File: src/rtl/sipo_capture_ctrl.sv
`default_nettype none
// ============================================================================
//  Module      : sipo_capture_ctrl
//  Description : Sequencing controller for an external serial-in/parallel-out
//                shift register. A start request clears the register, issues
//                exactly WIDTH shift-enable pulses (one every DIV clocks), then
//                captures the parallel word into a holding register. The word
//                is offered downstream over valid/ready. A frame that cannot
//                be stored because the previous word is still pending raises
//                a sticky overrun flag.
//  Optional    : `define PARITY_CHECK_EN adds one parity bit period after the
//                data bits; sin is sampled mid-frame-end and parity_err
//                reports an even-parity violation for the captured word.
//  Ports       : clk        - system clock, rising edge
//                rs         - asynchronous reset, active-low
//                start      - frame request, honoured only in IDLE
//                sin        - serial line (parity sampling only)
//                po         - parallel output of the shift register
//                sr_clr     - synchronous clear to the shift register
//                shift_en   - shift enable to the shift register
//                busy       - controller is not in IDLE
//                dout       - captured word, stable while dout_valid=1
//                dout_valid - captured word available
//                dout_ready - consumer accepts dout on valid&ready
//                parity_err - parity result for dout (qualified by dout_valid)
//                overrun    - sticky, a frame was dropped
//                clr_ovr    - synchronous clear of overrun
//  Revision    : 1.0 - initial release
// ============================================================================
module sipo_capture_ctrl #(
  parameter int WIDTH = 8,
  parameter int DIV   = 1
) (
  input  logic             clk,
  input  logic             rs,
  input  logic             start,
  input  logic             sin,
  input  logic [WIDTH-1:0] po,
  output logic             sr_clr,
  output logic             shift_en,
  output logic             busy,
  output logic [WIDTH-1:0] dout,
  output logic             dout_valid,
  input  logic             dout_ready,
  output logic             parity_err,
  output logic             overrun,
  input  logic             clr_ovr
);

  localparam int DIV_W = (DIV > 1) ? $clog2(DIV) : 1;
  localparam int BIT_W = (WIDTH > 1) ? $clog2(WIDTH) : 1;

  localparam logic [DIV_W-1:0] c_div_last = DIV_W'(DIV - 1);
  localparam logic [BIT_W-1:0] c_bit_last = BIT_W'(WIDTH - 1);

  typedef enum logic [2:0] {
    S_IDLE   = 3'd0,
    S_CLEAR  = 3'd1,
    S_SHIFT  = 3'd2,
    S_LOAD   = 3'd3
`ifdef PARITY_CHECK_EN
    ,
    S_PARITY = 3'd4
`endif
  } state_t;

  state_t           r_state;
  state_t           w_state_nxt;
  logic [DIV_W-1:0] r_div_cnt;
  logic [BIT_W-1:0] r_bit_cnt;
  logic [WIDTH-1:0] r_dout;
  logic             r_dout_valid;
  logic             r_overrun;
  logic             w_div_last;
  logic             w_load;
  logic             w_accept;

  // Last cycle of a bit period; constant 1 when DIV=1.
  assign w_div_last = (r_div_cnt == c_div_last);
  assign w_load     = (r_state == S_LOAD);
  // A new word may be stored if the slot is empty or is being drained now.
  assign w_accept   = !r_dout_valid || dout_ready;

  // --------------------------------------------------------------------------
  // State register
  // --------------------------------------------------------------------------
  always_ff @(posedge clk or negedge rs) begin
    if (!rs) begin
      r_state <= S_IDLE;
    end else begin
      r_state <= w_state_nxt;
    end
  end

  // --------------------------------------------------------------------------
  // Next state and Moore outputs (decoded from registered state/counters)
  // --------------------------------------------------------------------------
  always_comb begin
    w_state_nxt = r_state;
    sr_clr      = 1'b0;
    shift_en    = 1'b0;
    busy        = 1'b1;
    case (r_state)
      S_IDLE: begin
        busy = 1'b0;
        if (start) begin
          w_state_nxt = S_CLEAR;
        end
      end
      S_CLEAR: begin
        sr_clr      = 1'b1;
        w_state_nxt = S_SHIFT;
      end
      S_SHIFT: begin
        shift_en = w_div_last;
        if (w_div_last && (r_bit_cnt == c_bit_last)) begin
`ifdef PARITY_CHECK_EN
          w_state_nxt = S_PARITY;
`else
          w_state_nxt = S_LOAD;
`endif
        end
      end
`ifdef PARITY_CHECK_EN
      S_PARITY: begin
        if (w_div_last) begin
          w_state_nxt = S_LOAD;
        end
      end
`endif
      S_LOAD: begin
        w_state_nxt = S_IDLE;
      end
      default: begin
        w_state_nxt = S_IDLE;
      end
    endcase
  end

  // --------------------------------------------------------------------------
  // Bit-rate divider and bit counter; both idle at zero outside their states
  // --------------------------------------------------------------------------
  always_ff @(posedge clk or negedge rs) begin
    if (!rs) begin
      r_div_cnt <= '0;
      r_bit_cnt <= '0;
    end else begin
`ifdef PARITY_CHECK_EN
      if ((r_state == S_SHIFT) || (r_state == S_PARITY)) begin
`else
      if (r_state == S_SHIFT) begin
`endif
        r_div_cnt <= w_div_last ? '0 : r_div_cnt + 1'b1;
      end else begin
        r_div_cnt <= '0;
      end

      if (r_state == S_SHIFT) begin
        if (w_div_last) begin
          r_bit_cnt <= (r_bit_cnt == c_bit_last) ? '0 : r_bit_cnt + 1'b1;
        end
      end else begin
        r_bit_cnt <= '0;
      end
    end
  end

  // --------------------------------------------------------------------------
  // Holding register, handshake and sticky overrun
  // --------------------------------------------------------------------------
  always_ff @(posedge clk or negedge rs) begin
    if (!rs) begin
      r_dout       <= '0;
      r_dout_valid <= 1'b0;
      r_overrun    <= 1'b0;
    end else begin
      if (w_load && w_accept) begin
        r_dout       <= po;
        r_dout_valid <= 1'b1;
      end else if (r_dout_valid && dout_ready) begin
        r_dout_valid <= 1'b0;
      end

      // Setting has priority over a simultaneous clear.
      if (w_load && !w_accept) begin
        r_overrun <= 1'b1;
      end else if (clr_ovr) begin
        r_overrun <= 1'b0;
      end
    end
  end

  assign dout       = r_dout;
  assign dout_valid = r_dout_valid;
  assign overrun    = r_overrun;

`ifdef PARITY_CHECK_EN
  logic r_par_bit;
  logic r_parity_err;

  always_ff @(posedge clk or negedge rs) begin
    if (!rs) begin
      r_par_bit    <= 1'b0;
      r_parity_err <= 1'b0;
    end else begin
      if ((r_state == S_PARITY) && w_div_last) begin
        r_par_bit <= sin;
      end
      // Even parity over data plus parity bit; nonzero means an error.
      if (w_load && w_accept) begin
        r_parity_err <= (^po) ^ r_par_bit;
      end
    end
  end

  assign parity_err = r_parity_err;
`else
  logic w_unused_sin;
  assign w_unused_sin = sin;
  assign parity_err   = 1'b0;
`endif

endmodule
`default_nettype wire

File: config.mk
export PLATFORM = sky130hd
export DESIGN_NAME = sipo_capture_ctrl
export DESIGN_NICKNAME = d
export VERILOG_FILES = /design/src/rtl/sipo_capture_ctrl.sv
export SDC_FILE = /design/constraint.sdc
export NUM_CORES = 1
export LEC_CHECK = 0
export CAP_MARGIN = 40
export CORE_MARGIN = 1
export CORE_UTILIZATION = 35
export CTS_CLUSTER_DIAMETER = 60
export DETAILED_ROUTE_END_ITERATION = 6
export GPL_TIMING_DRIVEN = 0
export PLACE_DENSITY = 0.7
export SLEW_MARGIN = 15
export SYNTH_ARGS = -nofsm -noshare
export SYNTH_HDL_FRONTEND = slang
export SYNTH_SLANG_ARGS = --single-unit
File: constraint.sdc
create_clock -name clk -period 1.37 [get_ports clk]
set_clock_uncertainty 0.05 [all_clocks]
set_input_delay 0.274 -clock clk [delete_from_list [all_inputs] [get_ports clk]]
set_output_delay 0.274 -clock clk [all_outputs]
set_load 0.1 [all_outputs]
Word level (Yosys, flattened, before mapping)
Index checks and enable logic that the tools add are counted.

Register bits: 17. Bits in latches: 0. Bits in writable memories: 0. ROM bits: 0. Input port bits: 14. Output and inout bits: 14. Logic and storage cells: 42. Memories kept: 0.

Add/sub/neg operators: 2. $mul: 0. Divide/modulo/power cells: 0. $lt $le $gt $ge: 0. Eq/ne operators: 7. Shift-type cells: 0. Multiplexer cells: 15. Bitwise logic cells: 1. Reduce and logical (&&, ||, !) cells: 11.

Operators with widths (count): $mux 3 (5); $mux 1 (9); $pmux 3 s3 (1); $eq 3x2->1 const B (2); $ne 2x2->1 const B (3); $logic_and 1x1->1 (4); $reduce_bool 2->1 (2); $add 3x1->3 const B (1); $eq 3x1->1 const B (1); $eq 3x3->1 const B (1); $logic_not 3->1 (1); $logic_not 1->1 (2); $reduce_and 2->1 (1); $add 1x1->1 const B (1); $logic_or 1x1->1 (1); $not 1->1 (1).

Longest topological paths before layout
Gate-level depths: netlist of the first run.

Word-level depth: 5. Mapped depth: 5. Mapped depth without buffers: 5.

Worst setup path after synthesis of the first run
OpenSTA, ideal clock, no wires.

Kind: flip-flop to flip-flop. From: register r_state[0]. To: register r_state[1]. Setup time: 125 ps. Arrival: 1797 ps. Data required time: 1195 ps. Slack: -601 ps. Stages on the path, launching flop included: 5. Buffers on the path: 0. Clock period less this slack: 1971 ps. Cell sequence: dfrtp_1 -> inv_1 -> ha_1 -> a21oi_1 -> mux2_2.

Longest elaborated chain between the ends: 3. Elaborated cells on any way between the ends: 7. Those cells by class: eq/ne: 4; mux: 1; reduce/logical: 2.

Ends and longest elaborated chain: from (decl) (line 67) `state_t r_state;`; from (signal assigned) (line 91) `r_state <= w_state_nxt;`; $eq 3x2->1 or $logic_not 3->1 (tied branches) (line 103) `case (r_state)`; $ne 2x2->1 (no line); $reduce_and 2->1 (no line).

Parallel ways exist; a longest one is shown, timed or not. A chain may end at the register's enable or synchronous reset.

Final worst setup path of the first run
From: register r_state[0]. To: output port busy.

Longest elaborated chain between the ends: 2.

Ends and longest elaborated chain: $logic_not 3->1 (line 103); $mux 1 (line 103); to (decl) (line 41) `output logic busy,`.

No other way between the ends.

==> reports/results.tsv, run 1 <==
metric	value	unit
Core Area	1783	um^2
First-pass DRT Iterations	3	
global-route wire length before repair	2.511	mm
# diodes	0	
CTS buffer count	3	
GP Congestion	0.7665	
worst setup slack after layout	-0.2642	ns
Clk pin slew, worst setup/hold paths	0.10	ns
fin util	78.53	%
Fmax achieved	0.6119	GHz
num rows	15	
FF-to-FF End	dout[6]$_DFFE_PN0P_	
die width	46.38	um
final hold vios	0	
vias in the first global route	545	
# Max-Cap Violations	0	
CTS tree	done	
post-synthesis sequential area ratio	54.45	%
fin area	1400	um^2
H-tree levels	1	
vias	541	
routed wire length	1.640	mm
Final Net Count	120	
syn_area_per_cell	13.26	um^2
flop-to-flop setup slack	-0.18	ns
detailed placer's ending HPWL	1.033	mm
fill count	110	
worst path required time	1.05	ns
layout cells sized above 1	59.60	%
pin slew with the least headroom to its limit	0.6998	ns
Sink Count	15	
antenna violations before repair	0	
R2R depth	6	
Post-Syn Area	689.4	um^2
Final Cycle Share	119.3	%
CTS Buffer Depth	2	
Die H	46.38	um
Syn Inst Count	52	
vias per cell	4.363	
post-route ant nets	0	
later-pin clock latency in the skew report	0.28	ns
RSZ-0062 raised after global routing	yes	
crit end category	output port	
Synth-to-Final Area Change	103.1	%
DRC viols	0	
DRT iter0 DRCs	2	
flops & latches, synth	15	
GRT Util Overall	17.54	%
DP Area	1201	um^2
crit path kind	reg2out	
CP Launch Type	flip-flop	
Hold WC Path Type	in2async	
initial core utilization	38.67	%
Critical Path Fanout Max	3	
status	complete, but fails checks	
total gr overflow	0	
Routed WL per cell	13.23	um
IO buf count	25	
Critical R2R Launch	r_state[0]$_DFFE_PN0P_	
WP data arrival	1.31	ns
Die ar.	2151	um^2
Synth Net Count	72	
failing checks	setup timing	
Synth Warn #	0	
synth unique cells	18	
largest net degree at the start of global routing	16	
Period minus WS final	1.634	ns
IO Pins	28	
CTS Root Cell	clkbuf_4	
Slew headroom	53.20	%
Setup Viol. Count Final	13	
final count of pins violating max slew	0	
layout by cell type (no fill, tap or decap):
cell type / Yosys / final
conb_1: 1 / 1
nand2b_4: 1 / 2
clkdlybuf4s50_1: 0 / 12
inv_2: 0 / 1
ha_1: 6 / 1
ha_4: 0 / 5
dfrtp_1: 15 / 14
o22ai_2: 0 / 1
o2bb2ai_1: 1 / 1
buf_12: 0 / 13
o22ai_1: 2 / 1
mux2i_1: 1 / 1
buf_4: 1 / 5
and2_1: 2 / 2
clkbuf_1: 0 / 1
nand2_1: 1 / 1
inv_1: 6 / 3
nor2_1: 1 / 1
inv_6: 0 / 1
buf_2: 0 / 8
dfrtp_4: 0 / 1
buf_6: 0 / 6
nor2b_2: 1 / 1
nand2_8: 0 / 1
a21oi_2: 0 / 1
clkbuf_4: 0 / 3
clkinvlp_4: 0 / 1
nor3b_1: 1 / 1
mux2_4: 0 / 9
how the worst max path moves through the flow:
stage	from	end	slack, ns	depth (start not counted)
global route	r_state[0]$_DFFE_PN0P_	busy	-0.33	5
global placement	r_state[0]$_DFFE_PN0P_	busy	-0.79	4
floorplan	r_state[0]$_DFFE_PN0P_	r_state[0]$_DFFE_PN0P_	-0.09	4
CTS	r_state[0]$_DFFE_PN0P_	busy	-0.33	6
detailed placement	r_state[0]$_DFFE_PN0P_	shift_en	-0.39	4
finish	r_state[0]$_DFFE_PN0P_	busy	-0.26	5
sequential cells by signal, indices dropped and copies added, names as in the netlist:
signal	cells
dout	8
r_bit_cnt	3
r_state	2
dout_valid	1
overrun	1
stage by stage:
step                      setup TNS [ns]  setup WS [ns]  cells  hold WS [ns]
after detailed placement          -2.197        -0.3897    115        0.3836
after global placement            -7.434        -0.7935    102        0.3738
final                             -2.126        -0.2642    124        0.3515
after global routing              -2.608        -0.3296    124        0.4037
after CTS                         -1.260        -0.3321    123        0.3776
after floorplan                  -0.1474       -0.08894     52      -0.07159
per-layer routing:
layer | wire (um) | GRT usage (%) | vias up
met3 | 63 | 5.098 | 2
li1 | - | - | 262
met5 | 0 | 0 | -
met4 | 7 | 7.059 | 0
met2 | 852 | 30.56 | 19
met1 | 717 | 19.70 | 258
synthesized netlist by cell type:
cell type,instances,share of area (%)
dfrtp_1,15,54
mux2_2,9,15
ha_1,6,11
inv_1,6,3.3
and2_1,2,1.8
o22ai_1,2,1.8
a21oi_1,1,0.73
buf_4,1,1.1
conb_1,1,0.54
mux2i_1,1,1.5
nand2_1,1,0.54
nand2_4,1,1.6
nand2b_1,1,0.91
nand2b_4,1,2.0
nor2_1,1,0.54
nor2b_2,1,1.3
nor3b_1,1,1.1
o2bb2ai_1,1,1.3
logic make-up after synthesis:
kind of cell	count (synthesis)	synth area share [%]
AOI/OAI and AO/OA	4	3.810
adders and majority gates	6	10.89
and+or+nand+nor	9	9.800
DFF	15	54.45
muxes	10	16.15
other	1	0.5439
buffers and inverters	7	4.356
critical path, cell delays in order, from the launching register on:
cell and delay (ns):
dfrtp_1 0.41, buf_6 0.13, inv_6 0.06, ha_4 0.14
clkinvlp_4 0.10, buf_12 0.17
layout make-up:
| type | instances | area (um^2) | area share [%] |
|---|---|---|---|
| repair buffers | 43 | 518.0 | 37.00 |
| inverters | 6 | 31.28 | 2.234 |
| well taps | 25 | 31.28 | 2.234 |
| clock buffers | 4 | 26.28 | 1.877 |
| flip-flops and latches | 15 | 379.1 | 27.08 |
| plain buffers | 1 | 7.507 | 0.5362 |
| multi-input cells | 30 | 406.6 | 29.04 |
timing repair:
item / in CTS / in global routing
hold buffers: 0 / 0
setup buffers: 7 / 2
resized for setup: 74 / 6
pin swaps: 5 / 5
setup endpoints to repair: 22 / 13
Power of run 1 is not shown: default switching activity piles up to over one toggle a cycle in this logic, so the estimate is an artifact.
==> inputs of run 2 (changes only) <==
CORE_MARGIN = 5   (was 1)
PLACE_DENSITY = 0.67   (was 0.7)
clock period = 1.55 ns   (was 1.37 ns; I/O delays follow)
==> run 2 against run 1 <==
Compared with the run above:
- the run still ends with setup timing left
- critical endpoint is now shift_en
- non-clock buffer count shrank 11
- setup slack gained 0.22 ns
- routed wire length shrank 13%
- critical path depth shrank 1
- flip-flop and latch count is the same
- final cell count shrank 7.3%
- via count shrank 6.7%
- sequential share of layout area grew 3.1 points
==> reports/results.tsv, run 2 (synthesis results as in run 1) <==
metric	value	unit	change
status	complete, but fails checks		unchanged
failing checks	setup timing		unchanged
Placed Cells	117		was 115
Final Net Count	109		was 120
First-pass DRT Iterations	3		unchanged
CTS tree	done		unchanged
Synth-to-Final Area Change	80.94	%	was 103.1%
global-route wire length before repair	2.490	mm	was 2.511 mm
final count of pins violating max slew	0		unchanged
Final Cycle Share	102.8	%	
vias per cell	4.391		was 4.363
Die ar.	2957	um^2	was 2151 um^2
CTS buffer count	3		unchanged
die width	54.38	um	was 46.38 um
Hold WC Path Type	in2async		unchanged
initial core utilization	35.87	%	was 38.67%
Clk pin slew, worst setup/hold paths	0.08	ns	was 0.10 ns
CTS Root Cell	clkbuf_4		unchanged
RSZ-0062 raised after global routing	yes		unchanged
num rows	16		was 15
number of flip-flops in the largest register	8		unchanged
CTS Buffer Depth	2		unchanged
WP data arrival	1.23	ns	was 1.31 ns
worst setup slack after layout	-0.04366	ns	was -0.2642 ns
post-route ant nets	0		unchanged
final hold vios	0		unchanged
worst path required time	1.19	ns	was 1.05 ns
GP Congestion	0.6099		was 0.7665
detailed placer's ending HPWL	1.112	mm	was 1.033 mm
IO buf count	25		unchanged
DRC viols	0		unchanged
crit end category	output port		unchanged
Sink Count	15		unchanged
largest net degree at the start of global routing	16		unchanged
routed wire length	1.434	mm	was 1.640 mm
Die H	54.38	um	was 46.38 um
Core Area	1922	um^2	was 1783 um^2
# diodes	0		unchanged
Slew headroom	55.58	%	was 53.20%
Period minus WS final	1.594	ns	
later-pin clock latency in the skew report	0.28	ns	about the same
IO Pins	28		unchanged
Critical Path Fanout Max	3		unchanged
total gr overflow	0		unchanged
CP Launch Type	flip-flop		unchanged
CTS Hold Bufs	0		unchanged
H-tree levels	1		unchanged
# Max-Cap Violations	0		unchanged
crit path kind	reg2out		unchanged
Setup Viol. Count Final	2		was 13
pin slew with the least headroom to its limit	0.6642	ns	was 0.6998 ns
most common cell after layout, fill and taps aside	dfrtp_1		unchanged
antenna violations before repair	0		unchanged
GRT Util Overall	11.66	%	was 17.54%
commonest cells after routing, fill and taps aside	dfrtp_1, clkdlybuf4s50_1, buf_12		was dfrtp_1, buf_12, clkdlybuf4s50_1
Routed WL per cell	12.47	um	was 13.23 um
vias in the first global route	604		was 545
Fmax achieved	0.6275	GHz	
layout cells sized above 1	50.00	%	was 59.60%
fin util	64.91	%	was 78.53%
fin cells	115		was 124
vias	505		was 541
DRT iter0 DRCs	4		was 2
## run 2: worst max-delay path: stages (launching register included)
cell and delay [ns]:
dfrtp_1 0.41, buf_6 0.13, ha_4 0.15, buf_6 0.11, buf_12 0.15
## run 2: what timing repair did
action / in CTS / in global routing
hold endpoints to repair: 0 / 0
pin swaps: 0 / 1
setup endpoints to repair: 14 / 4
gates resized for setup: 22 / 6
buffers inserted: 4 / 1
## run 2: cell type report
cell class              count  area [um^2]
multi-input cells          30        327.8
inverters                   6        26.28
well taps                  27        33.78
plain buffers               1        7.507
flip-flops and latches     15        376.6
clock buffers               4        26.28
fillers                   164        674.4
repair buffers             32        449.2
## run 2: path summary, 6_finish.rpt
check | start | to | slack [ns] | depth (start not counted)
worst max-delay path | r_state[1]$_DFFE_PN0P_ | shift_en | -0.04 | 4
worst min-delay path | rs | r_state[0]$_DFFE_PN0P_ | 0.39 | 1
worst max register to register | r_state[1]$_DFFE_PN0P_ | dout[7]$_DFFE_PN0P_ | 0.05 | 5
worst min register to register | r_bit_cnt[0]$_DFF_PN0_ | r_bit_cnt[0]$_DFF_PN0_ | 0.39 | 1
max in group asynchronous | rs | dout_valid$_DFFE_PN0P_ | 0.60 | 1
min in group clk | r_bit_cnt[0]$_DFF_PN0_ | r_bit_cnt[0]$_DFF_PN0_ | 0.39 | 1
## run 2: routing by layer
metal  wire length, um  vias up  track usage [%]  share of wire [%]
li1                  -      240                -                  -
met1               535      243            11.82                 37
met2               766       20            20.92                 53
met3               127        2            3.815                8.9
met4                 4        0            6.224               0.28
met5                 0        -                0                  0
## run 2: stage by stage
step	worst slack, ns	hold slack [ns]	TNS [ns]	cell area (um^2)
after floorplan	-0.08281	-0.03559	-0.1312	696.9
after global placement	-0.7277	0.3740	-4.702	980.9
after detailed placement	-0.3024	0.3902	-0.7253	1189
after CTS	-0.07452	0.4018	-0.1049	1214
after global routing	-0.08401	0.4299	-0.1724	1247
final	-0.04366	0.3854	-0.07167	1247
Power of run 2 is left out for the same reason.
==> inputs of run 3 (changes only) <==
ABC_AREA = 0   (was not set)
==> results of run 3 <==
Final layout, timing and power as in run 2 (identical DEF).
Power of run 3 is left out for the same reason.
